## config.mk

```make
export PLATFORM = sky130hd
export DESIGN_NAME = regfile_ctrl_flat
export DESIGN_NICKNAME = d
export VERILOG_FILES = /design/src/rtl/regfile_ctrl_pkg.sv /design/src/rtl/regfile_ctrl_if.sv /design/src/rtl/regfile_ctrl.sv /design/src/flat_wrapper.sv
export SDC_FILE = /design/constraint.sdc
export NUM_CORES = 1
export LEC_CHECK = 0
export ABC_AREA = 1
export BUFFER_PORTS_ARGS = -buffer_cell sky130_fd_sc_hd__buf_2
export CAP_MARGIN = 5
export CORE_MARGIN = 2
export CORE_UTILIZATION = 40
export DETAILED_ROUTE_END_ITERATION = 10
export PLACE_DENSITY = 0.62
export SYNTH_ARGS = -nofsm -noshare
export SYNTH_HDL_FRONTEND = slang
export SYNTH_SLANG_ARGS = --single-unit
export TNS_END_PERCENT = 1
```

## constraint.sdc

```tcl
create_clock -name clk -period 2.1 [get_ports clk]
set_input_delay 0.42 -clock clk [delete_from_list [all_inputs] [get_ports clk]]
set_output_delay 0.42 -clock clk [all_outputs]
set_load 0.01 [all_outputs]
```

## src/rtl/regfile_ctrl_pkg.sv

```systemverilog
// Shared widths, op codes and FSM state encoding for the regfile command sequencer.
// The CLR state exists only when REGFILE_CTRL_CLEAR_EN is defined.
package regfile_ctrl_pkg;

  localparam int DATA_W_DEF   = 16;
  localparam int REGNUM_W_DEF = 3;
  localparam int NUM_REGS_DEF = 2 ** REGNUM_W_DEF;

  typedef enum logic [2:0] {
    OP_MOV   = 3'd0,
    OP_SWAP  = 3'd1,
    OP_LOADI = 3'd2,
    OP_READ  = 3'd3,
    OP_CLEAR = 3'd4
  } op_e;

  typedef enum logic [2:0] {
    S_IDLE,
    S_RD_S,
    S_RD_D,
    S_WR_D,
    S_WR_S,
    S_RSP
`ifdef REGFILE_CTRL_CLEAR_EN
    , S_CLR
`endif
  } state_e;

endpackage

```

## src/rtl/regfile_ctrl_if.sv

```systemverilog
// Command/response handshake bundle between a requester (master) and regfile_ctrl (slave).
interface regfile_ctrl_if
  import regfile_ctrl_pkg::*;
#(
  parameter int DATA_W   = DATA_W_DEF,
  parameter int REGNUM_W = REGNUM_W_DEF
);

  logic                cmd_valid;
  logic                cmd_ready;
  logic [2:0]          cmd_op;
  logic [REGNUM_W-1:0] cmd_rd;
  logic [REGNUM_W-1:0] cmd_rs;
  logic [DATA_W-1:0]   cmd_imm;
  logic                rsp_valid;
  logic [DATA_W-1:0]   rsp_data;
  logic                rsp_err;

  modport master (
    output cmd_valid, cmd_op, cmd_rd, cmd_rs, cmd_imm,
    input  cmd_ready, rsp_valid, rsp_data, rsp_err
  );

  modport slave (
    input  cmd_valid, cmd_op, cmd_rd, cmd_rs, cmd_imm,
    output cmd_ready, rsp_valid, rsp_data, rsp_err
  );

endinterface

```

## src/rtl/regfile_ctrl.sv

```systemverilog
// Multi-cycle MOV/SWAP/LOADI/READ sequencer in front of the register file.
// Define REGFILE_CTRL_CLEAR_EN to add the CLEAR op (zeroes all registers).
//
// state  | meaning
// IDLE   | cmd_ready high, latch command on handshake
// RD_S   | read R[rs] into tmp_a
// RD_D   | read R[rd] into tmp_b (SWAP only)
// WR_D   | write R[rd] with imm (LOADI) or tmp_a
// WR_S   | write R[rs] with tmp_b (SWAP only)
// CLR    | write 0 to R[clr_cnt], clr_cnt 0..7
// RSP    | one-cycle response pulse
module regfile_ctrl
  import regfile_ctrl_pkg::*;
#(
  parameter int DATA_W   = DATA_W_DEF,
  parameter int REGNUM_W = REGNUM_W_DEF
) (
  input  logic                clk,
  input  logic                reset,
  regfile_ctrl_if.slave       bus,
  output logic [REGNUM_W-1:0] rf_readnum,
  input  logic [DATA_W-1:0]   rf_data_out,
  output logic [REGNUM_W-1:0] rf_writenum,
  output logic                rf_write,
  output logic [DATA_W-1:0]   rf_data_in
);

  state_e              state, state_nxt;
  logic [2:0]          op_q;
  logic [REGNUM_W-1:0] rd_q, rs_q;
  logic [DATA_W-1:0]   imm_q, tmp_a, tmp_b;
  logic                rsp_valid_q, rsp_err_q, rsp_err_nxt;
  logic [DATA_W-1:0]   rsp_data_q, rsp_data_nxt;
  logic                write_raw;
`ifdef REGFILE_CTRL_CLEAR_EN
  logic [REGNUM_W-1:0] clr_cnt;
`endif

  always_ff @(posedge clk) begin
    if (reset) begin
      state       <= S_IDLE;
      op_q        <= '0;
      rd_q        <= '0;
      rs_q        <= '0;
      imm_q       <= '0;
      tmp_a       <= '0;
      tmp_b       <= '0;
      rsp_valid_q <= 1'b0;
      rsp_err_q   <= 1'b0;
      rsp_data_q  <= '0;
`ifdef REGFILE_CTRL_CLEAR_EN
      clr_cnt     <= '0;
`endif
    end else begin
      state       <= state_nxt;
      rsp_valid_q <= (state_nxt == S_RSP);
      rsp_err_q   <= rsp_err_nxt;
      rsp_data_q  <= rsp_data_nxt;
      if (state == S_IDLE && bus.cmd_valid) begin
        op_q  <= bus.cmd_op;
        rd_q  <= bus.cmd_rd;
        rs_q  <= bus.cmd_rs;
        imm_q <= bus.cmd_imm;
      end
      if (state == S_RD_S) tmp_a <= rf_data_out;
      if (state == S_RD_D) tmp_b <= rf_data_out;
`ifdef REGFILE_CTRL_CLEAR_EN
      // wraps from all-ones back to 0 on the last CLR cycle
      if (state == S_CLR) clr_cnt <= clr_cnt + 1'b1;
      else                clr_cnt <= '0;
`endif
    end
  end

  always_comb begin
    state_nxt    = state;
    rsp_data_nxt = '0;
    rsp_err_nxt  = 1'b0;
    rf_readnum   = rs_q;
    rf_writenum  = rd_q;
    write_raw    = 1'b0;
    rf_data_in   = '0;
    case (state)
      S_IDLE: begin
        if (bus.cmd_valid) begin
          case (bus.cmd_op)
            OP_MOV, OP_SWAP, OP_READ: state_nxt = S_RD_S;
            OP_LOADI:                 state_nxt = S_WR_D;
`ifdef REGFILE_CTRL_CLEAR_EN
            OP_CLEAR:                 state_nxt = S_CLR;
`endif
            default: begin
              state_nxt   = S_RSP;
              rsp_err_nxt = 1'b1;
            end
          endcase
        end
      end
      S_RD_S: begin
        case (op_q)
          OP_SWAP: state_nxt = S_RD_D;
          OP_MOV:  state_nxt = S_WR_D;
          default: begin
            state_nxt    = S_RSP;
            rsp_data_nxt = rf_data_out;
          end
        endcase
      end
      S_RD_D: begin
        rf_readnum = rd_q;
        state_nxt  = S_WR_D;
      end
      S_WR_D: begin
        write_raw  = 1'b1;
        rf_data_in = (op_q == OP_LOADI) ? imm_q : tmp_a;
        if (op_q == OP_SWAP) begin
          state_nxt = S_WR_S;
        end else begin
          state_nxt    = S_RSP;
          rsp_data_nxt = rf_data_in;
        end
      end
      S_WR_S: begin
        rf_writenum  = rs_q;
        write_raw    = 1'b1;
        rf_data_in   = tmp_b;
        state_nxt    = S_RSP;
        rsp_data_nxt = tmp_b;
      end
`ifdef REGFILE_CTRL_CLEAR_EN
      S_CLR: begin
        rf_writenum = clr_cnt;
        write_raw   = 1'b1;
        if (clr_cnt == '1) state_nxt = S_RSP;
      end
`endif
      S_RSP:   state_nxt = S_IDLE;
      default: state_nxt = S_IDLE;
    endcase
  end

  // a reset edge must never commit a half-finished write
  assign rf_write      = write_raw & ~reset;
  assign bus.cmd_ready = (state == S_IDLE);
  assign bus.rsp_valid = rsp_valid_q;
  assign bus.rsp_err   = rsp_err_q;
  assign bus.rsp_data  = rsp_data_q;

endmodule

```

## src/flat_wrapper.sv

```systemverilog
// flat-port wrapper written by rule: the top's interface ports become plain ports
module regfile_ctrl_flat import regfile_ctrl_pkg::*;
#(
  parameter int DATA_W   = DATA_W_DEF,
  parameter int REGNUM_W = REGNUM_W_DEF
)
  (clk, reset, rf_readnum, rf_data_out, rf_writenum, rf_write, rf_data_in, bus_cmd_valid, bus_cmd_op, bus_cmd_rd, bus_cmd_rs, bus_cmd_imm, bus_cmd_ready, bus_rsp_valid, bus_rsp_data, bus_rsp_err);
  regfile_ctrl_if #(.DATA_W(DATA_W), .REGNUM_W(REGNUM_W)) bus_i ();
  input  logic clk;
  input  logic reset;
  output logic [REGNUM_W-1:0] rf_readnum;
  input  logic [DATA_W-1:0] rf_data_out;
  output logic [REGNUM_W-1:0] rf_writenum;
  output logic rf_write;
  output logic [DATA_W-1:0] rf_data_in;
  input wire logic [$bits(bus_i.cmd_valid)-1:0] bus_cmd_valid;
  input wire logic [$bits(bus_i.cmd_op)-1:0] bus_cmd_op;
  input wire logic [$bits(bus_i.cmd_rd)-1:0] bus_cmd_rd;
  input wire logic [$bits(bus_i.cmd_rs)-1:0] bus_cmd_rs;
  input wire logic [$bits(bus_i.cmd_imm)-1:0] bus_cmd_imm;
  output wire logic [$bits(bus_i.cmd_ready)-1:0] bus_cmd_ready;
  output wire logic [$bits(bus_i.rsp_valid)-1:0] bus_rsp_valid;
  output wire logic [$bits(bus_i.rsp_data)-1:0] bus_rsp_data;
  output wire logic [$bits(bus_i.rsp_err)-1:0] bus_rsp_err;
  assign bus_i.cmd_valid = bus_cmd_valid;
  assign bus_i.cmd_op = bus_cmd_op;
  assign bus_i.cmd_rd = bus_cmd_rd;
  assign bus_i.cmd_rs = bus_cmd_rs;
  assign bus_i.cmd_imm = bus_cmd_imm;
  assign bus_cmd_ready = bus_i.cmd_ready;
  assign bus_rsp_valid = bus_i.rsp_valid;
  assign bus_rsp_data = bus_i.rsp_data;
  assign bus_rsp_err = bus_i.rsp_err;
  regfile_ctrl #(.DATA_W(DATA_W), .REGNUM_W(REGNUM_W)) u_core (.clk(clk), .reset(reset), .bus(bus_i), .rf_readnum(rf_readnum), .rf_data_out(rf_data_out), .rf_writenum(rf_writenum), .rf_write(rf_write), .rf_data_in(rf_data_in));
endmodule
```

==> results by group, run 1 <==
Floorplan
  – Core area: 0.00859 mm2
  – Die X: 97.5 um
  – Row Count: 34
  – Initial core utilization: 40.7%
  – Die area: 0.00951 mm2
  – Chip height: 97.5 um
  – I/O Pins: 86

Clock network
  – Post-CTS Setup Inserts: 0
  – CTS clk-pin slew, worst paths: 0.07 ns
  – Root buffer cell: clkbuf_8
  – Max H-tree Level: 3
  – Cts bufs inserted: 9
  – Clock tree from TritonCTS: yes
  – Clock Sinks: 78
  – Max clock buf depth: 2
  – # hold bufs at CTS: 0
  – Worst-Skew Late Latency: 0.35 ns

Power and ir drop
  – Leakage: 0.00187 uW
  – Total power density per cell area: 1080 mW/mm2
  – IR drop worst, VDD: 0.569 mV

Cells and area
  – Commonest non-fill, non-tap cells in the layout: 85 x buf_2, 75 x dfxtp_1, 73 x a21oi_1, 64 x inv_1, 54 x nor2_1
  – Fin util: 49.4%
  – Area grow syn2layout: 21.3%
  – Share of cells above drive strength 1: 25.4%
  – # diodes: 0
  – Commonest non-fill, non-tap cell in the layout: buf_2
  – Final Cell Area: 0.00424 mm2
  – Final layout net count: 603

Routing
  – DRT Wirelength: 9790 um
  – Routed Antenna Nets: 0
  – DR vias: 3499
  – Avg WL per Cell: 14.6 um
  – Vias per Instance: 5.21
  – First DRT Iteration DRCs: 228
  – Detailed Routing Iterations Pass 1: 5
  – Residual DRC: 0

Timing
  – Setup_tns: 0 ns
  – Crit share post-route: 96.5%
  – Clock Skew: 0.00874 ns
  – Final setup viols: 0
  – Worst Tran Pin Value: 0.432 ns
  – Fmax: 494 MHz
  – Crit path time final: 2.03 ns
  – Slew margin rel.: 71.1%
  – Slew Limit Fails: 0
  – Final Hold Vio Count: 0

Setup path
  – Critical path class: reg2out
  – Setup crit end kind: primary output
  – Worst EP required: 1.68 ns
  – Worst setup SP type: register
  – Max FO, Critical Path: 17
  – Crit path DAT: 1.61 ns

Yosys
  – Fraction of the yosys area taken by sequential cells: 44.7%
  – Mapped Area: 0.00350 mm2
  – Syn Area/Cell: 7.27 um2
  – Ys Warns: 0
  – Synth Net Count: 525
  – Gate Count Post-Synth: 481
  – Register bit total from synthesis: 78
  – Synth unique cells: 21

Status
  – Status: completed

Placement
  – Area after DPL: 0.00398 mm2
  – Port-buffer cells: 85
  – Final GP Congestion: 0.838
  – Dpl hpwl: 6740 um

Run
  – Max cap viols: 0

Global route
  – Aggregate global-route resource usage: 20.7%
  – Initial antenna violation count: 0
  – Largest net degree at the start of global routing: 49
  – First-pass GRT wire length: 15700 um
  – Gr ovfl total: 0
  – Number of global-route vias before repair: 3274

Worst hold path
  – Hold WC Path Type: in2reg
==> per-layer routing <==
metal,vias up,GRT usage [%],wire (um)
met5,-,0,0
met4,0,7.26,89
met3,6,3.67,589
met2,119,34.5,4820
met1,1626,26.9,4280
li1,1748,-,-
==> sequential cells by signal, summed over array words and instances, names as in the netlist <==
signal and cells:
u_core.imm_q 16, u_core.bus.rsp_data 16, u_core.rs_q 3, u_core.op_q 3
u_core.state 3, u_core.bus.rsp_err 1, u_core.tmp_a 16, u_core.bus.rsp_valid 1
u_core.rd_q 3, u_core.tmp_b 16
==> layout make-up <==
| class | instances | area (um2) |
|---|---|---|
| clock buffers | 11 | 141 |
| clock inverters | 4 | 95.1 |
| flip-flops and latches | 78 | 1570 |
| fillers | 864 | 4350 |
| well taps | 108 | 135 |
| repair buffers | 99 | 538 |
| inverters | 66 | 248 |
| multi-input cells | 305 | 1520 |
==> cells in the mapped netlist (all sizes together) <==
master | instances | area (um2)
clkbuf | 10 | 38.8
a21oi | 73 | 365
nor2 | 57 | 231
buf | 22 | 140
nand2 | 53 | 211
nand4 | 18 | 113
o21ai | 46 | 230
inv | 66 | 248
nand3 | 40 | 205
a31o | 16 | 140
dfxtp | 78 | 1560
nor3b | 1 | 7.51
nor3 | 1 | 5.00
==> where the power goes <==
group | internal (uW) | switching [uW]
combinational | 456 | 950
sequential | 1730 | 110
clock | 815 | 532
total | 3000 | 1590
==> cell families (layout without fill, tap and decap cells) <==
| kind of cell | after synthesis | after routing | synth area share (%) |
|---|---|---|---|
| AOI/OAI and AO/OA | 135 | 135 | 21.0 |
| buffers and inverters | 98 | 180 | 12.2 |
| DFF | 78 | 78 | 44.7 |
| and+or+nand+nor | 170 | 170 | 22.1 |
==> worst max-delay path, cell delays in order (launching register included) <==
cell	delay [ns]
dfxtp_1	0.36
nor2_4	0.17
buf_8	0.18
nand3_1	0.14
a31o_2	0.27
buf_2	0.13
==> per-stage QoR <==
stage | instances | hold WS, ns | setup slack, ns | power [uW]
floorplan | 481 | 0.430 | 0.527 | 2850
global placement | 656 | 0.441 | 0.377 | 3220
detailed placement | 656 | 0.445 | 0.356 | 3250
CTS | 671 | 0.339 | 0.0225 | 4580
global route | 671 | 0.356 | -0.00774 | 4880
finish | 671 | 0.354 | 0.0739 | 4590
==> final timing paths <==
check        cells after the start                           end                         start  slack, ns
max                              5                 rf_data_in[9]   u_core.op_q[0]$_SDFFE_PP0P_       0.07
min                              3   u_core.op_q[1]$_SDFFE_PP0P_                 bus_cmd_op[1]       0.35
max reg2reg                      8    u_core.state[1]$_SDFF_PP0_   u_core.op_q[1]$_SDFFE_PP0P_       0.28
min reg2reg                      2  u_core.imm_q[9]$_SDFFE_PP0P_  u_core.imm_q[9]$_SDFFE_PP0P_       0.46
==> what timing repair did <==
item                       in CTS  in global routing
hold endpoints to repair        0                  0
gates resized for setup         0                  7
setup endpoints to repair       0                 17
Note: power is estimated with default switching activity, not from simulation.
==> run 2, diff against run 1 <==
--- a/config.mk
+++ b/config.mk
@@ -9,9 +9,10 @@
 export BUFFER_PORTS_ARGS = -buffer_cell sky130_fd_sc_hd__buf_2
 export CAP_MARGIN = 5
 export CORE_MARGIN = 2
-export CORE_UTILIZATION = 40
+export CORE_UTILIZATION = 45
 export DETAILED_ROUTE_END_ITERATION = 10
-export PLACE_DENSITY = 0.62
+export PLACE_DENSITY = 0.68
+export SETUP_SLACK_MARGIN = 0.1
 export SYNTH_ARGS = -nofsm -noshare
 export SYNTH_HDL_FRONTEND = slang
 export SYNTH_SLANG_ARGS = --single-unit
==> results by group, run 2 (synthesis gave the netlist of run 1 again) <==
Status
  – Status: completed

Clock network
  – Clock tree from TritonCTS: yes
  – Root buffer cell: clkbuf_8
  – Max clock buf depth: 2
  – Worst-Skew Late Latency: 0.35 ns
  – Clock Sinks: 78
  – CTS clk-pin slew, worst paths: 0.08 ns
  – Max H-tree Level: 3
  – Cts bufs inserted: 9

Placement
  – Setup WS pre-CTS: 0.203 ns
  – Dpl hpwl: 6650 um
  – # placed instances: 655
  – Port-buffer cells: 85
  – Final GP Congestion: 0.846

Cells and area
  – Commonest non-fill, non-tap cell in the layout: buf_2
  – Non-Filler Instances: 673
  – Fin util: 57.5%
  – Share of cells above drive strength 1: 27.8%
  – Area grow syn2layout: 25.1%
  – # diodes: 0
  – Commonest non-fill, non-tap cells in the layout: 85 x buf_2, 73 x a21oi_1, 72 x dfxtp_1, 63 x inv_1, 54 x nor2_1
  – Final layout net count: 610

Routing
  – Avg WL per Cell: 14.5 um
  – DRT Wirelength: 9790 um
  – Routed Antenna Nets: 0
  – Vias per Instance: 5.32
  – Detailed Routing Iterations Pass 1: 5
  – Residual DRC: 0
  – DR vias: 3580
  – First DRT Iteration DRCs: 231

Power and ir drop
  – IR drop worst, VDD: 0.588 mV
  – Clk pwr share: 29.1%
  – Reg power frac: 39.3%
  – Switching Share: 34.7%
  – Total power: 4750 uW
  – Logic gate share of total power: 31.5%
  – Switching power: 1650 uW
  – Leakage: 0.00193 uW
  – Cell-internal power: 3100 uW
  – Total power density per cell area: 1080 mW/mm2

Setup path
  – Worst r2r src: u_core.op_q[1]$_SDFFE_PP0P_
  – Crit path to: rf_data_in[1]
  – Reg2reg setup slack: 0.44 ns
  – Slowest stage delay, CP: 0.50 ns
  – Worst setup SP type: register
  – Setup crit end kind: primary output
  – Critical path class: reg2out
  – Crit path cell chain: buf_4 -> nand3_1 -> a31o_2 -> buf_2
  – Worst EP required: 1.68 ns
  – Worst r2r dst: u_core.state[1]$_SDFF_PP0_
  – Reg2reg path depth: 8
  – Origin of the worst setup path: u_core.op_q[1]$_SDFFE_PP0P_
  – Slowest library cell on the worst path: dfxtp_2
  – Max FO, Critical Path: 9
  – Crit path DAT: 1.60 ns

Timing
  – Clock Skew: 0.00968 ns
  – Slew Limit Fails: 0
  – Final setup viols: 0
  – Fmax: 496 MHz
  – Worst Tran Pin Value: 0.467 ns
  – Final Hold Vio Count: 0
  – Setup_tns: 0 ns
  – Slew margin rel.: 68.9%
  – Crit share post-route: 96.0%
  – Final worst setup slack: 0.0849 ns
  – Unrepaired setup endpoints after global routing: yes
  – Crit path time final: 2.02 ns

Floorplan
  – Core area: 0.00761 mm2
  – Die X: 92.2 um
  – Die area: 0.00849 mm2
  – I/O Pins: 86
  – Row Count: 32
  – Chip height: 92.2 um
  – Initial core utilization: 46.0%

Global route
  – Aggregate global-route resource usage: 23.7%
  – Number of global-route vias before repair: 3331
  – Met2 usage: 38.1%
  – Largest net degree at the start of global routing: 36
  – GR peak layer: met2
  – First-pass GRT wire length: 15900 um
  – Global Route met3 Usage: 4.27%
  – Met1 usage: 31.3%
  – Initial antenna violation count: 0
  – Gr ovfl total: 0

Run
  – Max cap viols: 0

Worst hold path
  – Hold WC Path Type: in2reg
run 2: cell types whose count changed in the layout (fill, tap and decap cells not counted), moves of 2 or more:
cell,change
nand3_2,+3
dfxtp_4,+2
buf_12,+4
dfxtp_1,-3
buf_4,+3
nand3_1,-3
run 2: final cells by class:
class                   count  area (um2)
clock inverters             6         109
inverters                  66         248
flip-flops and latches     78        1570
fillers                   701        3230
repair buffers            106         637
clock buffers              10         138
multi-input cells         305        1540
well taps                 102         128
run 2: worst max-delay path, delay by kind of cell (launching register included):
family          cells  cell delay [ns]
flops               1             0.50
buf+inv             2             0.33
compound gates      1             0.26
simple gates        1             0.15
run 2: worst min path at each step:
stage	startpoint	to	slack (ns)	cells past startpoint
3_3_place_gp	u_core.tmp_b[3]$_SDFFE_PP0P_	u_core.tmp_b[3]$_SDFFE_PP0P_	0.44	2
3_5_place_dp	u_core.tmp_b[15]$_SDFFE_PP0P_	u_core.tmp_b[15]$_SDFFE_PP0P_	0.45	2
6_report	bus_cmd_imm[2]	u_core.imm_q[2]$_SDFFE_PP0P_	0.34	3
5_1_grt	bus_cmd_imm[2]	u_core.imm_q[2]$_SDFFE_PP0P_	0.34	3
2_1_floorplan	u_core.imm_q[0]$_SDFFE_PP0P_	u_core.imm_q[0]$_SDFFE_PP0P_	0.43	2
4_1_cts	bus_cmd_imm[2]	u_core.imm_q[2]$_SDFFE_PP0P_	0.33	3
run 2: timing repair:
item	4_1_cts	5_1_grt
buffers inserted	2	0
resized for setup	12	7
endpoints found under the setup margin	20	20
hold buffers	0	0
pin swaps	1	0
run 2: per-stage QoR:
stage | hold slack, ns | cell area [um2]
after floorplan | 0.430 | 3500
after global placement | 0.439 | 4030
after detailed placement | 0.445 | 4030
after CTS | 0.333 | 4350
after global routing | 0.341 | 4380
final | 0.345 | 4380
run 2: power by group through the flow:
stage / Sequential [uW] / Combinational (uW) / Clock [uW]
global placement: 1870 / 1390 / 0
floorplan: 1860 / 992 / 0
detailed placement: 1880 / 1410 / 0
CTS: 1860 / 1470 / 1400
global route: 1890 / 1670 / 1460
finish: 1870 / 1500 / 1380
run 2: per-layer routing:
metal  share of wire [%]  vias to the layer above  wire (um)
li1                    -                     1758          -
met3                 7.7                       13        751
met5                   0                        -          0
met4                 1.8                        0        174
met2                  46                      150       4490
met1                  45                     1659       4380
==> run 3, diff against run 2 <==
--- a/config.mk
+++ b/config.mk
@@ -11,7 +11,7 @@
 export CORE_MARGIN = 2
 export CORE_UTILIZATION = 45
 export DETAILED_ROUTE_END_ITERATION = 10
-export PLACE_DENSITY = 0.68
+export PLACE_DENSITY = 0.72
 export SETUP_SLACK_MARGIN = 0.1
 export SYNTH_ARGS = -nofsm -noshare
 export SYNTH_HDL_FRONTEND = slang
==> results by group, run 3 (synthesis gave the netlist of run 1 again) <==
Status
  – Status: completed

Timing
  – Setup_tns: 0 ns
  – Crit path time final: 1.98 ns
  – Crit share post-route: 94.4%
  – Slew Limit Fails: 0
  – Slew margin rel.: 66.6%
  – Final Hold Vio Count: 0
  – Clock Skew: 0.00634 ns
  – Worst Tran Pin Value: 0.500 ns
  – Final setup viols: 0
  – Fmax: 505 MHz
  – Unrepaired setup endpoints after global routing: yes
  – WHS: 0.349 ns

Cells and area
  – Area grow syn2layout: 27.5%
  – Fin util: 58.6%
  – Commonest non-fill, non-tap cell in the layout: buf_2
  – Multi-input logic area: 0.00166 mm2
  – Fillcell total: 728
  – Share of cells above drive strength 1: 32.2%
  – # diodes: 0
  – Commonest non-fill, non-tap cells in the layout: 84 x buf_2, 73 x a21oi_1, 72 x dfxtp_1, 63 x inv_1, 48 x nor2_1
  – Register Area: 0.00158 mm2
  – Final layout net count: 610

Setup path
  – Worst setup SP type: register
  – Critical path class: reg2out
  – Crit path DAT: 1.56 ns
  – Worst EP required: 1.68 ns
  – Worst r2r src: u_core.state[2]$_SDFF_PP0_
  – Worst r2r dst: u_core.bus.rsp_valid$_SDFF_PP0_
  – Crit path cell chain: nor2_4 -> buf_12 -> nand3_2 -> a31o_2 -> buf_2
  – Setup crit end kind: primary output
  – Crit path to: rf_data_in[6]
  – Slowest library cell on the worst path: dfxtp_4
  – Reg2reg setup slack: 0.41 ns
  – Slowest stage delay, CP: 0.37 ns
  – Max FO, Critical Path: 8
  – Buf/Inv on CP: 2
  – Cell family with most CP delay: flip-flops
  – Critical path depth: 5
  – Reg2reg path depth: 7
  – Origin of the worst setup path: u_core.op_q[0]$_SDFFE_PP0P_

Clock network
  – Cts bufs inserted: 9
  – # hold bufs at CTS: 0
  – Clock tree from TritonCTS: yes
  – CTS clk-pin slew, worst paths: 0.08 ns
  – Worst-Skew Late Latency: 0.35 ns
  – Max H-tree Level: 3
  – Root buffer cell: clkbuf_8
  – Max clock buf depth: 2
  – Clock Sinks: 78

Power and ir drop
  – Leakage: 0.00192 uW
  – Total power density per cell area: 1020 mW/mm2
  – IR drop worst, VDD: 0.644 mV

Routing
  – DR vias: 3688
  – Residual DRC: 0
  – Detailed Routing Iterations Pass 1: 5
  – Avg WL per Cell: 15.4 um
  – DRT Wirelength: 10400 um
  – Vias per Instance: 5.48
  – First DRT Iteration DRCs: 304
  – Routed Antenna Nets: 0

Placement
  – Dpl hpwl: 6470 um
  – Final GP Congestion: 0.847
  – Port-buffer cells: 85

Floorplan
  – Chip height: 92.2 um
  – I/O Pins: 86
  – Initial core utilization: 46.0%
  – Core area: 0.00761 mm2
  – Die X: 92.2 um
  – Row Count: 32
  – Die area: 0.00849 mm2

Run
  – Max cap viols: 0

Global route
  – Gr ovfl total: 0
  – Largest net degree at the start of global routing: 34
  – Aggregate global-route resource usage: 23.6%
  – Initial antenna violation count: 0
  – Number of global-route vias before repair: 3443
  – First-pass GRT wire length: 15900 um

Worst hold path
  – Hold WC Path Type: in2reg
  – HP Start: bus_cmd_rs[1]
==> run 3: cell types whose count changed in the layout (fill, tap and decap cells not counted), sizes merged <==
cell,before,now
clkinv,3,2
bufinv,3,0
clkinvlp,0,1
nand2,53,54
clkbuf,10,14
buf,106,104
==> run 3: worst min-delay path by stage <==
stage	to	slack (ns)	cells past startpoint
floorplan	u_core.imm_q[0]$_SDFFE_PP0P_	0.43	2
global placement	u_core.tmp_b[5]$_SDFFE_PP0P_	0.44	2
detailed placement	u_core.imm_q[10]$_SDFFE_PP0P_	0.44	2
CTS	u_core.rs_q[0]$_SDFFE_PP0P_	0.35	3
global route	u_core.imm_q[13]$_SDFFE_PP0P_	0.36	3
finish	u_core.rs_q[1]$_SDFFE_PP0P_	0.35	3
==> run 3: per-layer routing <==
metal,vias to the layer above,global-route usage [%],wire [um]
met5,-,0,0
met4,0,7.84,162
met3,18,3.94,679
met2,173,39.7,5090
met1,1724,30.8,4450
li1,1773,-,-
==> run 3: per-stage QoR <==
stage	std cells	total power [uW]	setup WS [ns]	cell area (um2)
floorplan	481	2850	0.527	3500
global placement	649	3210	0.310	3990
detailed placement	649	3250	0.260	3990
CTS	667	4340	0.0914	4240
global route	673	4820	0.0599	4460
finish	673	4540	0.118	4460
==> run 3: layout make-up <==
class	instances	share of cell area, %
timing repair buffer	105	14.8
clock buffer	13	3.79
tap	102	2.86
inverter	66	5.56
sequential	78	35.4
clock inverter	3	0.393
multi-input combinational	306	37.2
==> run 3: power by group <==
part,total [uW],internal [uW],leakage [uW],switching (uW)
Clock,1060,523,0.0000954,540
Combinational,1610,564,0.00118,1050
Sequential,1870,1740,0.000641,132
Total,4540,2820,0.00192,1720
==> run 3: timing repair <==
item,in CTS,in global routing
cloned,0,2
buffers inserted,2,4
pin swaps,1,2
setup endpoints to repair,20,19
gates resized for setup,10,43
==> run 3: worst reg2reg max path: stages (launching register included) <==
cell and delay [ns]:
dfxtp_4 0.39, inv_1 0.09, nand3_1 0.26, buf_4 0.39, inv_1 0.07, a21oi_1 0.21
nand3_1 0.10, nor2_1 0.12
